**src/rtl/macrow_pkg.sv**
```systemverilog
// Shared widths, warm-up state type and the signed narrowing helper for the macrow_fir slice.
package macrow_pkg;

  typedef enum logic [0:0] {StWarm, StRun} state_e;

  localparam int unsigned MaxW = 64;

  function automatic int unsigned calc_aw(input int unsigned n_tap);
    return $clog2(n_tap);
  endfunction

  function automatic int unsigned calc_acc_w(input int unsigned n_tap, input int unsigned data_w);
    return 2 * data_w + $clog2(n_tap);
  endfunction

  // Clamp a sign-extended value to the signed out_w range, flagging when it clipped.
  function automatic logic signed [MaxW-1:0] sat_narrow(input logic signed [MaxW-1:0] val,
                                                        input int unsigned out_w,
                                                        output logic clipped);
    logic signed [MaxW-1:0] hi;
    logic signed [MaxW-1:0] lo;
    logic signed [MaxW-1:0] res;
    hi      = (64'sd1 <<< (out_w - 1)) - 64'sd1;
    lo      = -(64'sd1 <<< (out_w - 1));
    res     = val;
    clipped = 1'b0;
    if (val > hi) begin
      res     = hi;
      clipped = 1'b1;
    end else if (val < lo) begin
      res     = lo;
      clipped = 1'b1;
    end
    return res;
  endfunction

endpackage

```
**src/rtl/macrow_tap.sv**
```systemverilog
// One transposed-form tap: a coefficient register and a partial-sum register.
module macrow_tap #(
  parameter int unsigned DATA_W = 8,
  parameter int unsigned ACC_W  = 18,
  parameter int unsigned AW     = 2,
  parameter int unsigned INDEX  = 0
) (
  input  logic                     clk,
  input  logic                     reset,
  input  logic                     clr,
  input  logic                     accept,
  input  logic                     w_we,
  input  logic [AW-1:0]            w_addr,
  input  logic signed [DATA_W-1:0] w_i,
  input  logic signed [DATA_W-1:0] x_i,
  input  logic signed [ACC_W-1:0]  sum_i,
  output logic signed [ACC_W-1:0]  sum_o
);

  logic signed [DATA_W-1:0]   w_q;
  logic signed [2*DATA_W-1:0] prod;
  logic signed [ACC_W-1:0]    acc_q;

  assign prod  = x_i * w_q;
  assign sum_o = acc_q;

  always_ff @(posedge clk) begin
    if (reset) begin
      w_q   <= '0;
      acc_q <= '0;
    end else begin
      // Coefficient writes are honoured even during a flush.
      if (w_we && (w_addr == AW'(INDEX))) w_q <= w_i;
      if (clr) begin
        acc_q <= '0;
      end else if (accept) begin
        acc_q <= sum_i + ACC_W'(prod);
      end
    end
  end

endmodule

```
**src/rtl/macrow_fir.sv**
```systemverilog
// Parametrised transposed-form FIR row with valid/ready handshake, warm-up and flush.
// Optional output saturation is enabled by defining MACROW_SAT_EN.
module macrow_fir
  import macrow_pkg::*;
#(
  parameter int unsigned N_TAP  = 4,
  parameter int unsigned DATA_W = 8,
  parameter int unsigned OUT_W  = 16,
  localparam int unsigned ACC_W = calc_acc_w(N_TAP, DATA_W),
  localparam int unsigned AW    = calc_aw(N_TAP)
) (
  input  logic                     clk,
  input  logic                     reset,
  input  logic                     clr,
  input  logic                     in_valid,
  output logic                     in_ready,
  input  logic signed [DATA_W-1:0] x_i,
  input  logic                     w_we,
  input  logic [AW-1:0]            w_addr,
  input  logic signed [DATA_W-1:0] w_i,
  output logic                     out_valid,
  input  logic                     out_ready,
  output logic signed [OUT_W-1:0]  y_o,
  output logic                     sat_o
);

  localparam int unsigned CntW = $clog2(N_TAP + 1);

  logic                    accept;
  logic [CntW-1:0]         cnt_q, cnt_d;
  state_e                  state_q, state_d;
  logic                    out_valid_q;
  logic signed [ACC_W-1:0] chain [N_TAP];
  logic signed [ACC_W-1:0] acc_last;

  assign in_ready  = !clr && (!out_valid_q || out_ready);
  assign accept    = in_valid && in_ready;
  assign out_valid = out_valid_q;

  for (genvar i = 0; i < N_TAP; i++) begin : g_tap
    logic signed [ACC_W-1:0] sum_in;
    if (i == 0) begin : g_first
      assign sum_in = '0;
    end else begin : g_rest
      assign sum_in = chain[i-1];
    end
    macrow_tap #(
      .DATA_W(DATA_W),
      .ACC_W (ACC_W),
      .AW    (AW),
      .INDEX (i)
    ) u_tap (
      .clk   (clk),
      .reset (reset),
      .clr   (clr),
      .accept(accept),
      .w_we  (w_we),
      .w_addr(w_addr),
      .w_i   (w_i),
      .x_i   (x_i),
      .sum_i (sum_in),
      .sum_o (chain[i])
    );
  end

  always_comb begin
    cnt_d   = cnt_q;
    state_d = state_q;
    if (accept && (state_q == StWarm)) begin
      cnt_d = cnt_q + CntW'(1);
      if (cnt_d == CntW'(N_TAP)) state_d = StRun;
    end
  end

  always_ff @(posedge clk) begin
    if (reset || clr) begin
      cnt_q       <= '0;
      state_q     <= StWarm;
      out_valid_q <= 1'b0;
    end else begin
      cnt_q   <= cnt_d;
      state_q <= state_d;
      if (accept && (state_d == StRun)) begin
        out_valid_q <= 1'b1;
      end else if (out_valid_q && out_ready) begin
        out_valid_q <= 1'b0;
      end
    end
  end

  // The last tap's register only moves on accept and clears on flush, so it doubles as
  // the output register: y_o and sat_o hold through backpressure.
  assign acc_last = chain[N_TAP-1];

`ifdef MACROW_SAT_EN
  logic signed [MaxW-1:0] y_wide;
  logic                   clipped;
  always_comb begin
    clipped = 1'b0;
    y_wide  = sat_narrow(MaxW'(acc_last), OUT_W, clipped);
  end
  assign y_o   = OUT_W'(y_wide);
  assign sat_o = clipped;
`else
  assign y_o   = OUT_W'(acc_last);
  assign sat_o = 1'b0;
`endif

endmodule

```
**config.mk**
```make
export PLATFORM = sky130hd
export DESIGN_NAME = macrow_fir
export DESIGN_NICKNAME = d
export VERILOG_FILES = /design/src/rtl/macrow_pkg.sv /design/src/rtl/macrow_tap.sv /design/src/rtl/macrow_fir.sv
export SDC_FILE = /design/constraint.sdc
export NUM_CORES = 1
export LEC_CHECK = 0
export CORE_ASPECT_RATIO = 0.8
export CORE_MARGIN = 5
export CORE_UTILIZATION = 30
export CTS_BUF_LIST = sky130_fd_sc_hd__clkbuf_4
export DETAILED_ROUTE_END_ITERATION = 8
export DONT_BUFFER_PORTS = 1
export GPL_TIMING_DRIVEN = 0
export PLACE_DENSITY = 0.56
export SYNTH_ARGS = -nofsm -noshare
export SYNTH_HDL_FRONTEND = slang
export SYNTH_HIERARCHICAL = 1
export SYNTH_SLANG_ARGS = --single-unit
```
**constraint.sdc**
```tcl
create_clock -name clk -period 7 [get_ports clk]
set_input_delay 1.75 -clock clk [delete_from_list [all_inputs] [get_ports clk]]
set_output_delay 1.75 -clock clk [all_outputs]
set_load 0.02 [all_outputs]
```
# Word level (Yosys, flattened, before mapping)
# Index checks and enable logic that the tools add are counted.
# op_classes
n_eq_ne,4
mul,4
n_lt_le_gt_ge,0
bitwise_logic,1
add_sub_neg,4
div,0
n_reduce_logical,16
muxes,4
n_shift,0
# op_table
cell,count
8-bit by 8-bit multiplier with 16-bit output,4
16-bit adder,3
1-bit logical AND,9
"2-bit == test, second input constant",2
1-bit two-way mux,4
"3-bit by 1-bit adder with 3-bit output, second input constant",1
"3-bit == test, second input constant",1
"2-bit by 1-bit == test with 1-bit output, second input constant",1
1-bit logical NOT,2
2-bit logical NOT,1
1-bit logical OR,2
2-bit nonzero test,1
2-bit OR reduction,1
1-bit NOT,1
# totals
latch_bits,0
wordCells,44
romBits,0
inputBits,24
ram_bits,0
mem_count,0
register_bits,101
out_inout_bits,19

# Depth between registers and ports, before layout
# Gate-level depths: netlist of the first run.
# depth
depth_word,8
depth_mapped,18
mapped_depth_nobuf,17

# Cells and area by module
# Netlist of the first run, hierarchy kept.
# by_module_without_submodules
module,seq_area_each_um2,cells_per_inst,n_inst,area_each_um2
macrow_tap (g_tap[1].u_tap ...),520.5,431,2,4202.8
macrow_tap (g_tap[3].u_tap),520.5,429,1,4180.3
macrow_tap (g_tap[0].u_tap),520.5,422,1,4113.9
macrow_fir,100.1,33,1,301.5

# Least setup slack after synthesis of the first run
# OpenSTA, ideal clock, no wires.
# synth_path
path_kind,input -> register
from,input x_i[7]
to,register g_tap[3].u_tap.acc_q[11]
slack_ns,0.750
setup_time_ns,0.122
path_stages,15
arrival_ns,6.128
path_buffers,0
required_ns,6.878
path_cell_list,and2_1 inv_1 fa_1 inv_1 fa_1 fa_1 fa_1 fa_1 ha_1 a21o_1 a21oi_2 a21boi_1 o21ai_1 a2111oi_2 a311o_1
# synth_between
elab_chain_len,2
# synth_rtl
element,line,text
"start, declared",macrow_fir.sv:17,"input logic signed [DATA_W-1:0] x_i,"
8-bit by 8-bit multiplier with 16-bit output,macrow_tap.sv:24,assign prod = x_i * w_q;
16-bit adder,macrow_tap.sv:37,acc_q <= sum_i + ACC_W'(prod);
"end signal, assigned",macrow_tap.sv:37,
"end, declared",macrow_tap.sv:22,logic signed [ACC_W-1:0] acc_q;
# Every way passes these cells.
# A chain may end at the register's enable or synchronous reset.

# Worst setup path after layout of the first run
# Ends and elaborated chain as after synthesis.

==> impl_results.md, run 1 <==
- Layout cell share with drive strength beyond 1: about 3.5%
- Routed wire per std cell: between 15 and 20 um
- Fmax: 168 MHz
- Clock sinks: 101
- # fillers: roughly 5300
- DRC errors left: 0
- Initial antenna violation count: 1
- P_leak: approximately 8.6 nW
- CTS clock-pin slew for the worst setup and hold paths: ~0.16 ns
- Peak VDD IR: 0.0778 mV
- DR vias/cell: ~4.5
- Core Area: 51200 um2
- Hold_ws: 0.497 ns
- Max-cap viol count: 0
- Yosys warns: 6
- Num ports: 43
- Clock root cell: clkbuf_4
- GR Util All Layers: approximately an eighth
- Final Util: around a third
- Nets: between 2000 and 2500
- RSZ-0062 raised after global routing: false
- Final period util: between 80% and 90%
- Starting density of the core: between 30% and 40%
- Vias: about 10000
- P per Cell Area: 98.1 nW/um2
- Chip width: roughly 260 um
- Slew HR: 41.3%
- Largest net degree at the start of global routing: 33
- First-pass GRT wire length: 58.9 mm
- Slew @ Worst Pin: ~0.9 ns
- I/O Buffers: 0
- CTS Buf Count: 9
- Post-Route WL: 34.8 mm
- Hpwl dp: between 20 and 30 mm
- Clock skew: between 0.02 and 0.025 ns
- Syn-to-layout area delta: 6.82%
- Crit path DAT: about 6.4 ns
- Die area: ~57000 um2
- Drt first pass iters: 4
- CTS resizes: 0
- Vias in the first global route: around 11000
- Rows: 74
- Crit path required time: between 7 and 8 ns
- Final Hold Fails: 0
- Syn_area_per_cell: 9.81 um2
- Final Max Slew Viols: 0
- Mapped Area: roughly 16000 um2
- Die Ht: around 210 um
- Setup crit end kind: flop
- CTS tree: built
- Final setup fails: 0
- CP Class: primary input to flop
- H-tree Lvls: 3
- Postcts setup bufs: 0
- Cell count after synthesis: between 1500 and 2000
- Hold Crit Class: flop to flop
- Hold Buf Count CTS: 0
- Status: complete, no violations
- RePlAce Congestion: between 0.7 and 0.8
- Critical Path Start Type: primary input
- Starting DRC count in detailed routing: 462
- Fin crit period: 5.97 ns
- CP max FO: 32
- Slack of the critical path: between 1 and 1.5 ns
- Pre-CTS setup slack: between 0.4 and 0.5 ns
- Skew-Pair Late Insertion Delay: 0.51 ns
- Remaining antenna violation count: 0
- Congestion Overflow GR: 0
- Clock Tree Buf Depth: 2
- Setup TNS: 0 ns
[per-layer routing]
layer,wire (um),track usage (%),vias up
met4,364,2.05,0
met1,17600,19.4,5322
met2,15200,19.7,139
li1,-,-,4885
met5,0,0,-
met3,1580,2.49,15
[worst max-delay path: stages]
cell and delay [ns]:
and2_1 0.50, inv_1 0.12, fa_1 0.49, inv_1 0.05, fa_1 0.48, fa_1 0.58
fa_1 0.43, fa_1 0.47, ha_1 0.36, a21o_1 0.21, a21oi_2 0.20, a21boi_1 0.09
o21ai_1 0.19, a2111oi_2 0.10, a311o_1 0.31
[state kept, by name, summed over array words and instances, names as in the netlist]
name	flops
out_valid	1
g_tap.u_tap/sum_o	64
g_tap.u_tap/w_q	32
cnt_q	3
state_q	1
[cell type report]
cell class | count | area [um2] | area share, %
clock buffers | 9 | 67.6 | 0.406
diodes | 1 | 2.50 | 0.0150
clock inverters | 7 | 73.8 | 0.444
flip-flops and latches | 101 | 2020 | 12.1
inverters | 335 | 1260 | 7.56
multi-input cells | 1138 | 12200 | 73.5
well taps | 684 | 856 | 5.14
plain buffers | 30 | 124 | 0.744
[report_power, final]
part | switching, mW | total [mW] | internal, mW
Sequential | 0.0276 | 0.620 | 0.593
Combinational | 0.388 | 0.677 | 0.289
Clock | 0.225 | 0.336 | 0.111
[per-stage QoR]
stage	total power, mW	area, um2	instances
floorplan	1.15	15600	1604
global placement	1.30	16500	2288
detailed placement	1.31	16500	2288
CTS	1.66	16600	2304
global route	1.78	16600	2305
finish	1.63	16600	2305
[worst paths after layout]
| check | to | slack (ns) | startpoint | cells after the start |
|---|---|---|---|---|
| setup / recovery | g_tap[3].u_tap/sum_o[11] | 1.03 | x_i[7] | 15 |
| hold / removal | g_tap[1].u_tap/sum_o[13] | 0.50 | g_tap[1].u_tap/sum_o[13] | 2 |
| setup reg to reg | g_tap[3].u_tap/sum_o[11] | 1.51 | g_tap[3].u_tap/w_q[0] | 16 |
| hold reg to reg | g_tap[1].u_tap/sum_o[13] | 0.50 | g_tap[1].u_tap/sum_o[13] | 2 |
[layout by cell type, fill, tap and decap left out, types with 13 or more instances in the layout]
| cell | n |
|---|---|
| clkbuf_1 | 19 |
| conb_1 | 17 |
| nor2_1 | 93 |
| fa_1 | 304 |
| inv_1 | 335 |
| nor2b_1 | 26 |
| nand2_1 | 124 |
| mux2i_1 | 69 |
| a211oi_1 | 14 |
| xor2_1 | 13 |
| a21o_1 | 14 |
| and2_1 | 132 |
| o21ai_1 | 19 |
| a21oi_1 | 24 |
| dfxtp_1 | 101 |
| xnor2_1 | 21 |
| o21ai_0 | 13 |
| ha_1 | 154 |
(Power assumes the default switching activity.)
==> run 2, diff against run 1 <==
- CORE_UTILIZATION: 30 -> 40
- PLACE_DENSITY: 0.56 -> 0.66
==> run 2 against run 1 <==
Net effect:
- register-to-register slack gained 0.03 ns
- clock skew grew 0.0055 ns
- power grew 3.3%
==> impl_results.md, run 2 (synthesis results as in run 1) <==
- CP Class: primary input to flop
- CP max FO: 32 (unchanged)
- Layout cell share with drive strength beyond 1: 3.52% (about the same)
- Clock root cell: clkbuf_4
- Slew @ Worst Pin: 0.901 ns (+0.0221 ns)
- Final setup fails: 0 (unchanged)
- Multi-input gate area: 12200 um2 (unchanged)
- Routed wire per std cell: 15.5 um (+2.9%)
- Starting density of the core: 40.6% (+10 points)
- Final Max Slew Viols: 0 (unchanged)
- Final Util: 42.9% (+10 points)
- Hpwl dp: 27.1 mm (-4.9%)
- Most frequent CP cell: fa_1
- Skew-Pair Late Insertion Delay: 0.50 ns (about the same)
- Hold Crit Class: flop to flop
- Chip width: 231 um (-13%)
- Rows: 64 (-14%)
- Slew HR: 39.9% (-1.5 points)
- Worst Hold Endpoint: g_tap[1].u_tap/sum_o[15]
- RSZ-0062 raised after global routing: false
- Worst flop-to-flop path startpoint: g_tap[2].u_tap/w_q[0]
- P_leak: 8.66 nW (+0.29%)
- Congestion Overflow GR: 0 (unchanged)
- Postcts setup bufs: 0 (unchanged)
- Max incr delay on CP: 0.56 ns (-0.02 ns)
- Crit path DAT: 6.35 ns (-0.03 ns)
- Overall Power: 1.69 mW (+3.3%)
- Core Area: 38400 um2 (-25%)
- Commonest non-fill, non-tap cell in the layout: inv_1
- Pre-CTS setup slack: 0.543 ns (+0.0756 ns)
- Reg2Reg Depth: 16 (unchanged)
- Final period util: 85.4% (+0.18 points)
- GR Util All Layers: 16.0% (+3.1 points)
- Worst R2R End: g_tap[2].u_tap/sum_o[13]
- FF+latch area: 2020 um2 (unchanged)
- Drt first pass iters: 5 (+1)
- Delay-heaviest family, CP: adder cells
- Remaining antenna violation count: 0 (unchanged)
- Hold Buf Count CTS: 0 (unchanged)
- Status: complete, no violations
- Die Ht: 187 um (-13%)
- Syn-to-layout area delta: 5.57%
- Slowest-stage cell, CP: fa_1
- Clock Tree Buf Depth: 2 (unchanged)
- Num ports: 43 (unchanged)
- Setup TNS: 0 ns (unchanged)
- Slack of the critical path: 1.02 ns (-0.0128 ns)
- Design Area, Final: 16400 um2 (-1.2%)
- Hold_ws: 0.481 ns (-0.0159 ns)
- RePlAce Congestion: 0.815 (+4.6%)
- Placed Cells: 2099 (-8.3%)
- Final Hold Fails: 0 (unchanged)
- Post-Route WL: 32.8 mm (-5.6%)
- I/O Buffers: 0 (unchanged)
- Initial antenna violation count: 1 (unchanged)
- Setup crit end kind: flop
- Fmax: 167 MHz (-0.21%)
- CTS resizes: 0 (unchanged)
- Placed Area: 16300 um2 (-1.4%)
- R2R setup slack: 1.54 ns (+0.03 ns)
- Post-route insts no fill: 2115 (-8.2%)
- # fillers: 3728 (-29%)
- Crit path required time: 7.37 ns (-0.04 ns)
- H-tree Lvls: 3 (unchanged)
- Starting DRC count in detailed routing: 505 (+9.3%)
- Clock skew: 0.0274 ns (+0.00548 ns)
- Hold path cells: 2 (unchanged)
- DR vias/cell: 4.93 (+9.7%)
- Peak VDD IR: 0.0888 mV (+14%)
- CTS Buf Count: 9 (unchanged)
- P per Cell Area: 103 nW/um2 (+4.6%)
- Clock sinks: 101 (unchanged)
- Hold path start: g_tap[1].u_tap/sum_o[15]
- Die area: 43000 um2 (-24%)
- Most frequent cells in the layout: inv_1 (335), fa_1 (304), ha_1 (154), and2_1 (132), nand2_1 (124)
- Vias in the first global route: 10800 (-2.9%)
- Largest net degree at the start of global routing: 33 (unchanged)
- DRC errors left: 0 (unchanged)
- CP bufs+invs: 2 (unchanged)
- Max reg flops: 64 (unchanged)
- CTS tree: built
- Max-cap viol count: 0 (unchanged)
- Sequence of cells on the critical path: and2_1, inv_1, fa_1, inv_1, fa_1, fa_1, fa_1, fa_1, ha_1, o21ai_0, o21bai_2, o41ai_4, o21ai_1, xnor2_1, o21ai_1
- First-pass GRT wire length: 56.2 mm (-4.5%)
- Nets: 2097 (unchanged)
- CTS clock-pin slew for the worst setup and hold paths: 0.14 ns (-0.02 ns)
- Fin crit period: 5.98 ns (+0.0129 ns)
- Critical Path Start Type: primary input
- Vias: 10400 (+0.67%)
## run 2: changes by cell type in the layout (fill, tap and decap cells not counted)
cell and delta:
clkinv_1 -1, bufinv_16 +2, inv_8 -1, clkinv_2 -1, clkinv_4 +1, clkinvlp_4 -2, clkbuf_4 +1
## run 2: how the worst max path moves through the flow
stage                start                       end  slack, ns  cells after the start
CTS                 x_i[7]  g_tap[2].u_tap/sum_o[13]       1.07                     15
floorplan           x_i[7]  g_tap[3].u_tap/sum_o[11]       0.85                     15
detailed placement  x_i[7]  g_tap[2].u_tap/sum_o[13]       0.54                     15
finish              x_i[7]  g_tap[2].u_tap/sum_o[13]       1.02                     15
global placement    x_i[7]  g_tap[3].u_tap/sum_o[11]       0.57                     15
global route        x_i[7]  g_tap[2].u_tap/sum_o[13]       0.71                     15
## run 2: report_power, final
group | internal (mW) | switching (mW) | leakage, nW
Sequential | 0.593 | 0.0280 | 0.818
Combinational | 0.285 | 0.381 | 7.75
Clock | 0.185 | 0.215 | 0.0971
Total | 1.06 | 0.625 | 8.66
## run 2: worst min-delay path: cells and delay by family (launching register included)
kind	cells	cell delay (ns)
flip-flops	1	0.35
AND/OR/NAND/NOR	1	0.05
AO/OA/AOI/OAI	1	0.05
## run 2: layer usage
metal  global-route usage (%)  wire (um)
met3                     3.43       1930
met1                     24.0      15900
met4                     2.26        261
met2                     24.5      14700
met5                        0          0
## run 2: cell type report
type                    count  share of cell area, %
clock inverters             5                  0.654
multi-input cells        1138                   74.4
well taps                 495                   3.77
plain buffers              30                  0.753
flip-flops and latches    101                   12.3
diodes                      1                 0.0152
inverters                 335                   7.65
clock buffers              10                  0.456
